**src/rtl/reg_file_bypass.sv**
```systemverilog
// ----------------------------------------------------------------------------
// reg_file_bypass
//   Two-read / one-write register file that sits between decode (read
//   addresses) and writeback (write port).
//
//   After every reset a clear sequencer writes zero into each entry, one per
//   clock, and raises Busy. While Busy is high, writes are dropped and both
//   read ports return zero.
//
//   Once the sequencer finishes (RUN), the reads are combinational:
//     - With BYPASS set, a write to the address being read in the same cycle
//       is forwarded to that read port.
//     - With ZERO_REG set, entry 0 always reads zero and ignores writes.
//
// Parameters
//   WIDTH     data bits per register
//   ADDR_W    address bits; DEPTH = 2**ADDR_W entries
//   ZERO_REG  1: entry 0 hardwired to zero; 0: entry 0 is ordinary
//   BYPASS    1: same-cycle write data forwarded to matching read ports
//
// Ports
//   clk        rising-edge clock
//   rst_n      synchronous active-low reset (restarts the clear sequence)
//   Read1      read port 1 address
//   Read2      read port 2 address
//   WriteReg   write address
//   RegWrite   write enable, sampled at posedge clk
//   WriteData  write data
//   Data1      read port 1 data (combinational)
//   Data2      read port 2 data (combinational)
//   Busy       high while the clear sequence runs
// ----------------------------------------------------------------------------
module reg_file_bypass #(
   parameter int unsigned WIDTH    = 32,
   parameter int unsigned ADDR_W   = 5,
   parameter bit          ZERO_REG = 1'b1,
   parameter bit          BYPASS   = 1'b1
) (
   input  logic              clk,
   input  logic              rst_n,
   input  logic [ADDR_W-1:0] Read1,
   input  logic [ADDR_W-1:0] Read2,
   input  logic [ADDR_W-1:0] WriteReg,
   input  logic              RegWrite,
   input  logic [WIDTH-1:0]  WriteData,
   output logic [WIDTH-1:0]  Data1,
   output logic [WIDTH-1:0]  Data2,
   output logic              Busy
);

   localparam int unsigned       DEPTH     = 1 << ADDR_W;
   localparam logic [ADDR_W-1:0] LAST_ADDR = '1;   // DEPTH-1

   typedef enum logic {
      CLEAR,
      RUN
   } state_t;

   state_t            state;
   state_t            next_state;
   logic [ADDR_W-1:0] clr_ptr;
   logic [ADDR_W-1:0] next_ptr;
   logic              clr_we;
   logic              wr_drop;
   logic              wr_ok;

   logic [WIDTH-1:0]  mem [DEPTH];

   // -------------------------------------------------------------------------
   // Sequencer state register
   // -------------------------------------------------------------------------
   always_ff @(posedge clk) begin
      if (!rst_n) begin
         state   <= CLEAR;
         clr_ptr <= '0;
      end else begin
         state   <= next_state;
         clr_ptr <= next_ptr;
      end
   end

   // -------------------------------------------------------------------------
   // Sequencer next-state / outputs
   // -------------------------------------------------------------------------
   always_comb begin
      next_state = state;
      next_ptr   = clr_ptr;
      clr_we     = 1'b0;
      Busy       = 1'b0;
      case (state)
         CLEAR: begin
            Busy   = 1'b1;
            clr_we = 1'b1;
            // The pointer is held on the last entry rather than wrapping, so
            // it is only meaningful while in CLEAR.
            if (clr_ptr == LAST_ADDR) begin
               next_state = RUN;
            end else begin
               next_ptr = clr_ptr + ADDR_W'(1);
            end
         end
         RUN: begin
            Busy = 1'b0;
         end
         default: begin
            next_state = CLEAR;
         end
      endcase
   end

   // -------------------------------------------------------------------------
   // Write qualification
   // -------------------------------------------------------------------------
   // A write to entry 0 is dropped when that entry is hardwired.
   // The same qualified enable drives both the array write and the bypass
   // compare, so a dropped write is never forwarded.
   always_comb begin
      wr_drop = ZERO_REG && (WriteReg == '0);
      wr_ok   = RegWrite && (state == RUN) && !wr_drop;
   end

   // -------------------------------------------------------------------------
   // Storage array (not reset directly; the clear sequencer zeroes it)
   // -------------------------------------------------------------------------
   always_ff @(posedge clk) begin
      if (rst_n) begin
         if (clr_we) begin
            mem[clr_ptr] <= '0;
         end else if (wr_ok) begin
            mem[WriteReg] <= WriteData;
         end
      end
   end

   // -------------------------------------------------------------------------
   // Read ports
   // -------------------------------------------------------------------------
   // Priority, highest first: zero while clearing or for a hardwired r0,
   // then forwarded write data, then the stored value.
   always_comb begin
      Data1 = mem[Read1];
      if (BYPASS && wr_ok && (WriteReg == Read1)) begin
         Data1 = WriteData;
      end
      if (Busy || (ZERO_REG && (Read1 == '0))) begin
         Data1 = '0;
      end
   end

   always_comb begin
      Data2 = mem[Read2];
      if (BYPASS && wr_ok && (WriteReg == Read2)) begin
         Data2 = WriteData;
      end
      if (Busy || (ZERO_REG && (Read2 == '0))) begin
         Data2 = '0;
      end
   end

endmodule
```
**config.mk**
```make
export PLATFORM = sky130hd
export DESIGN_NAME = reg_file_bypass
export DESIGN_NICKNAME = d
export VERILOG_FILES = /design/src/rtl/reg_file_bypass.sv
export SDC_FILE = /design/constraint.sdc
export NUM_CORES = 1
export LEC_CHECK = 0
export BUFFER_PORTS_ARGS = -buffer_cell sky130_fd_sc_hd__buf_4
export CORE_UTILIZATION = 30
export CTS_CLUSTER_SIZE = 8
export DETAILED_ROUTE_END_ITERATION = 8
export HOLD_SLACK_MARGIN = 0.12
export SLEW_MARGIN = 10
export SYNTH_ARGS = -nofsm -noshare
export SYNTH_HDL_FRONTEND = slang
export SYNTH_SLANG_ARGS = --single-unit
```
**constraint.sdc**
```tcl
create_clock -name clk -period 4 [get_ports clk]
set_input_delay 0.2 -clock clk [delete_from_list [all_inputs] [get_ports clk]]
set_output_delay 0.2 -clock clk [all_outputs]
set_load 0.01 [all_outputs]
```
==> out/results.ini, run 1 <==
[yosys]
synth.avg_cell_area_um2 = 17.9
synth_edf_count = 1024
syn_nets = 2818
ys_seq_area_share_pct = 62.5
synth-main-ff-cell = edfxtp_1
synth_cell_type_count = 61
ys_seq_elements = 1030
synth_cells = 2766
yosysWarnings = 0
synthArstFlopShare_pct = 0
synth_area_um2 = 49400

[power]
p_total_mw = 24.7
peakVddDrop_mv = 0.329
p_leak_nw = 18.3
cellPowerDensity_nw_per_um2 = 426

[final_layout]
final_nets = 3070
multi_input_area_um2 = 17500
fill_cells = 15100
register_area_um2 = 30900
n_antenna_cell = 0
final_util_pct = 35.6
area_growth_pct = 17.5
drive_above_1_share_pct = 30.7
final_cells = 5217

[critical_path]
r2r-start = state
worstReg2RegEnd = mem[25][2]
setup.worst_path.end_class = output port
cp-start-kind = register
cp-endpoint = Data2[13]
worstPathRequired_ps = 3800
crit_arrival_ps = 3530
r2r_slack_ps = 700
worstRegToRegCells = 6
crit_fanout = 29
critPathLaunch = state
worstSetupPathType = reg2out

[placement]
gp_congestion = 0.851
portBuffers = 114
post-dp-hpwl_um = 102000
placedCellCount = 5020

[clock_network]
cts-root-buf = clkbuf_16
tritoncts = built
cts_buffers = 146
ctsLongestPathBuffers = 3
clock_sinks = 1030
h-tree-depth = 4
clock_latency_ps = 770
clk_pin_slew_ps = 50

[timing]
maxSlewHeadroom_pct = 10.0
finalSetupViolCount = 0
final.setup.tns_ps = 0
timing.final.crit_period_ps = 3730
worstMarginPinSlew_ps = 1350
whs_ps = 147
max_freq_mhz = 268
rsz0062_at_grt = false
hold_violations = 0
timing.final.crit_share_pct = 93.3
final_max_slew_viol_count = 0
clock_skew_ps = 31.5

[run]
maxCapViolations = 0

[floorplanning]
start_util_pct = 30.3
core_um2 = 163000
num_rows = 148
ios = 115
die-width_um = 408
die_h_um = 408
dieArea_um2 = 166000

[detailed_routing]
via_per_inst = 5.78
drc = 0
vias = 30100
ant_nets = 0
drt_pass1_iterations = 5
drt_iter0_markers = 3831
routed_wl_um = 163000
wl_per_cell_um = 31.3

[global_route]
grt_pass1_vias = 30200
antenna_found_initial = 7
grt_max_degree = 81
overflow = 0
grt_pass1_wl_um = 230000
grt_use_total_pct = 19.4

[min_path]
hp-class = in2reg

[run_status]
outcome = complete, no violations

[cell usage in the layout (no fill, tap or decap), types with 6 or more instances in the layout]
master,instances
a221oi_1,122
nor2_1,61
dfxtp_1,6
nand2b_1,24
and3_1,15
a31oi_1,16
a221o_1,10
nand4_1,7
clkbuf_1,11
a21oi_1,44
dlygate4sd3_1,25
mux4_2,401
buf_4,259
xnor2_1,8
a211o_1,14
edfxtp_1,1024
and2_1,33
nand3_1,10
a311o_1,7
clkbuf_16,151
nor2b_1,15
o21bai_1,14
and4_1,7
a22oi_1,44
mux2i_1,314
o21ai_0,51
nor3_1,24
nor2_4,35
nand2_1,130
o21ai_1,21
o211ai_1,22
buf_12,32
a221oi_2,14
[per-layer routing]
metal / vias up / global-route usage, % / routed length [um]
met5: - / 0 / 44
met2: 1605 / 30.6 / 76500
met1: 16000 / 26.2 / 66300
met3: 318 / 4.09 / 14100
li1: 12200 / - / -
met4: 8 / 7.07 / 6140
[area by class of cell]
type | instances | area share [%]
clock buffers | 163 | 6.61
clock inverters | 9 | 0.224
inverters | 7 | 0.0496
multi-input cells | 1513 | 30.2
flip-flops and latches | 1030 | 53.2
well taps | 2175 | 4.69
repair buffers | 320 | 4.99
[worst max-delay path, cell delays in order (launching register included)]
cell     delay (ps)
dfxtp_1         640
nand3_1         180
or3_2           970
and4_1          360
a21oi_1         380
buf_4           210
[sequential cells by signal, summed over array words and instances (netlist names)]
| name | count |
|---|---|
| mem | 1024 |
| clr_ptr | 5 |
| state | 1 |
[power breakdown]
part	leakage (nW)	total (mW)	internal [mW]	switching (mW)
clock	1.94	11.2	6.68	4.48
sequential	8.65	11.8	11.8	0.0305
combinational	7.72	1.72	0.719	1.00
total	18.3	24.7	19.2	5.51
[worst min-delay path by stage]
stage	cells past startpoint	startpoint	to	slack, ps
2_1_floorplan	2	rst_n	clr_ptr[0]	410
3_3_place_gp	2	clr_ptr[1]	clr_ptr[1]	530
3_5_place_dp	2	clr_ptr[1]	clr_ptr[1]	540
4_1_cts	3	WriteData[26]	mem[31][26]	120
5_1_grt	3	WriteData[31]	mem[27][31]	150
6_report	3	WriteData[26]	mem[31][26]	150
[synthesized netlist by cell type (15+ instances only)]
library cell,number,area share (%)
edfxtp_1,1024,62
mux4_2,401,18
mux2i_1,314,6.4
nand2_1,130,0.99
a221oi_1,122,2.2
nor2_1,97,0.74
clkbuf_1,88,0.67
o21ai_0,51,0.52
buf_2,50,0.51
a21oi_1,45,0.46
a22oi_1,44,0.67
and2_1,34,0.43
buf_6,33,0.75
nor3_1,25,0.25
buf_4,24,0.36
nand2b_1,24,0.30
o211ai_1,22,0.33
o21ai_1,21,0.21
buf_1,18,0.14
nor2b_1,18,0.23
a31oi_1,16,0.20
and3_1,15,0.19
[per-stage QoR]
stage	area (um^2)	setup slack (ps)
after floorplan	49400	531
after global placement	53800	652
after detailed placement	53800	615
after CTS	58000	299
after global routing	58000	285
final	58000	269
[timing repair]
action / 4_1_cts / 5_1_grt
buffers inserted: 0 / 0
endpoints found under the hold margin: 404 / 0
resized for setup: 0 / 0
hold buffers: 25 / 0
[kinds of logic (layout without fill, tap and decap cells)]
kind of cell    Yosys count  in the layout  synth area share, %
fa+ha+maj                 2              2               0.0507
xor+xnor                 13             13                0.231
flops                  1030           1030                 62.5
buf+inv                 223            499                 2.57
simple gates            375            375                 3.59
mux                     719            719                 24.7
compound gates          404            404                 6.30
No activity file was read; power rests on OpenSTA's default activity.
==> inputs of run 2 (changes only) <==
--- a/config.mk
+++ b/config.mk
@@ -6,6 +6,7 @@
 export NUM_CORES = 1
 export LEC_CHECK = 0
 export BUFFER_PORTS_ARGS = -buffer_cell sky130_fd_sc_hd__buf_4
+export CORE_ASPECT_RATIO = 0.6
 export CORE_UTILIZATION = 30
 export CTS_CLUSTER_SIZE = 8
 export DETAILED_ROUTE_END_ITERATION = 8
==> run 2 against run 1 <==
Die area barely moved. Sequential power about the same. Global-route usage increased by 0.68 points. Clock power hardly changed. Worst setup slack better by 240 ps. First-iteration DRC count is 6.3% higher. Flip-flop and latch count did not move. Core utilization is 0.16 points higher. Non-clock buffer count up 10. Critical path depth stayed put. Final area is 0.14% lower. Largest cell class unchanged.
==> out/results.ini, run 2 (synthesized netlist as in run 1, its figures left out) <==
[critical_path]
crit_arrival_ps = 3300  ; -230 ps
setup.worst_path.end_class = output port
cp-start-kind = register
worstSetupPathType = reg2out
r2r-start = state
critPathLaunch = state
crit_chain = nand3_1, or3_1, and4_1, a21oi_1, buf_4
worstPathRequired_ps = 3800  ; about the same
crit_slowest_cell = or3_1
crit_fanout = 12  ; -59%
max_stage_delay_ps = 750  ; -220 ps

[power]
p_sw_mw = 5.57  ; +0.98%
p_seq_share_pct = 48.0  ; about the same
cellPowerDensity_nw_per_um2 = 425  ; about the same
p_int_mw = 19.1  ; -0.53%
p_comb_share_pct = 7.3  ; +0.3 points
p_leak_nw = 18.3  ; +0.18%
clock_power_share_pct = 44.7  ; -0.5 points
p_sw_share_pct = 22.6  ; +0.26 points
p_total_mw = 24.7  ; -0.20%
peakVddDrop_mv = 0.500  ; +52%

[final_layout]
final_cell_mix = 1,024 x edfxtp_1, 401 x mux4_2, 314 x mux2i_1
register_area_um2 = 30900  ; unchanged
largest_registers = mem (1024), clr_ptr (5), state (1)
area_growth_pct = 17.3
final_nets = 3080  ; +0.33%
largest_register_ffs = 1024  ; unchanged
final_cells = 5196  ; -0.40%
fin_area_um2 = 57900  ; -0.14%
drive_above_1_share_pct = 31.4  ; +0.72 points
multi_input_area_um2 = 17500  ; about the same
fill_cells = 14900  ; -1.3%
final_common_cell = edfxtp_1
largest-register = mem

[detailed_routing]
drt_pass1_iterations = 6  ; +1
vias = 30200  ; +0.30%
ant_nets = 0  ; unchanged
wl_per_cell_um = 32.3  ; +3.3%
routed_wl_um = 168000  ; +2.9%
drc = 0  ; unchanged
via_per_inst = 5.82  ; +0.71%
drt_iter0_markers = 4074  ; +6.3%

[min_path]
hold_start = WriteData[13]
hp-class = in2reg

[floorplanning]
num_rows = 114  ; -23%
ios = 115  ; unchanged
start_util_pct = 30.4  ; +0.18 points
die-width_um = 526  ; +29%
die_h_um = 316  ; -22%
dieArea_um2 = 166000  ; about the same
core_um2 = 162000  ; -0.59%

[placement]
gp_congestion = 0.845  ; -0.78%
post-dp-hpwl_um = 105000  ; +3.1%
placed_area_um2 = 54000  ; +0.25%
portBuffers = 114  ; unchanged
placedCellCount = 5016  ; -0.080%

[timing]
clock_skew_ps = 24.9  ; -6.57 ps
finalSetupViolCount = 0  ; unchanged
worstMarginPinSlew_ps = 1130  ; -221 ps
rsz0062_at_grt = false
max_freq_mhz = 286  ; +6.7%
hold_violations = 0  ; unchanged
whs_ps = 160  ; +13.1 ps
maxSlewHeadroom_pct = 25.0  ; +15 points
final.setup.tns_ps = 0  ; unchanged
timing.final.crit_period_ps = 3500  ; -236 ps
final_max_slew_viol_count = 0  ; unchanged
timing.final.crit_share_pct = 87.4  ; -5.9 points

[clock_network]
h-tree-depth = 4  ; unchanged
ctsLongestPathBuffers = 3  ; unchanged
postCtsHoldBufs = 10  ; -60%
tritoncts = built
cts_setup_buffers = 0  ; unchanged
cts-root-buf = clkbuf_16
clock_sinks = 1030  ; unchanged
clk_pin_slew_ps = 50  ; about the same
cts.repair.resized = 0  ; unchanged
cts_buffers = 146  ; unchanged
clock_latency_ps = 750  ; -20 ps

[global_route]
antenna_found_initial = 5  ; -2
use_met2_pct = 29.5  ; -1.1 points
overflow = 0  ; unchanged
gr-usage-met1_pct = 28.5  ; +2.3 points
grt_use_met3_pct = 6.10  ; +2.0 points
top_usage_layer = met2
grt_pass1_vias = 29100  ; -3.7%
grt_max_degree = 79  ; -2.5%
grt_pass1_wl_um = 234000  ; +1.8%
grt_use_total_pct = 20.0  ; +0.68 points

[run]
maxCapViolations = 0  ; unchanged

[run_status]
outcome = complete, no violations

[run 2: changes by cell type in the layout (fill, tap and decap cells not counted)]
cell,before,now
inv_6,5,8
clkbuf_1,11,7
clkinv_16,1,0
buf_8,4,3
buf_12,32,31
clkbuf_16,151,149
buf_4,259,285
inv_16,2,0
diode_2,0,1
or3_1,0,1
or3_2,1,0
dlygate4sd3_1,25,10
clkinv_8,1,4
clkinv_1,0,1
[run 2: critical path, delay by kind of cell, from the launching register on]
| kind | cells | cell delay, ps |
|---|---|---|
| compound gates | 1 | 400 |
| flops | 1 | 600 |
| simple gates | 3 | 1330 |
| buf+inv | 1 | 200 |
[run 2: per-stage QoR]
step	utilization (%)	worst slack [ps]
finish	35.7	505
global route	35.7	440
CTS	35.7	480
detailed placement	33.3	559
global placement	33.3	519
floorplan	-	531
[run 2: final cells by class]
cell class / instances / share of cell area (%)
sequential: 1030 / 53.3
multi-input combinational: 1513 / 30.3
clock buffer: 156 / 6.48
timing repair buffer: 330 / 5.04
tap: 2146 / 4.63
clock inverter: 13 / 0.240
inverter: 7 / 0.0497
antenna: 1 / 0.00432
[run 2: final timing paths]
check           endpoint  slack [ps]  cells after the start
max            Data2[15]         500                      5
min           mem[2][13]         160                      3
max reg2reg  mem[24][16]         680                      7
min reg2reg   clr_ptr[1]         540                      2
[run 2: power by group through the flow]
stage / registers (mW) / clock network, mW / logic [mW]
after floorplan: 12.0 / 0 / 1.11
after global placement: 12.0 / 0 / 1.77
after detailed placement: 12.0 / 0 / 1.77
after CTS: 11.8 / 11.2 / 1.78
after global routing: 11.8 / 11.6 / 1.87
final: 11.8 / 11.0 / 1.80
[run 2: layer usage]
metal	vias to the layer above	wire length (um)
met4	2	4110
met3	226	20100
met1	15900	70100
met5	-	13
met2	1869	73500
li1	12200	-
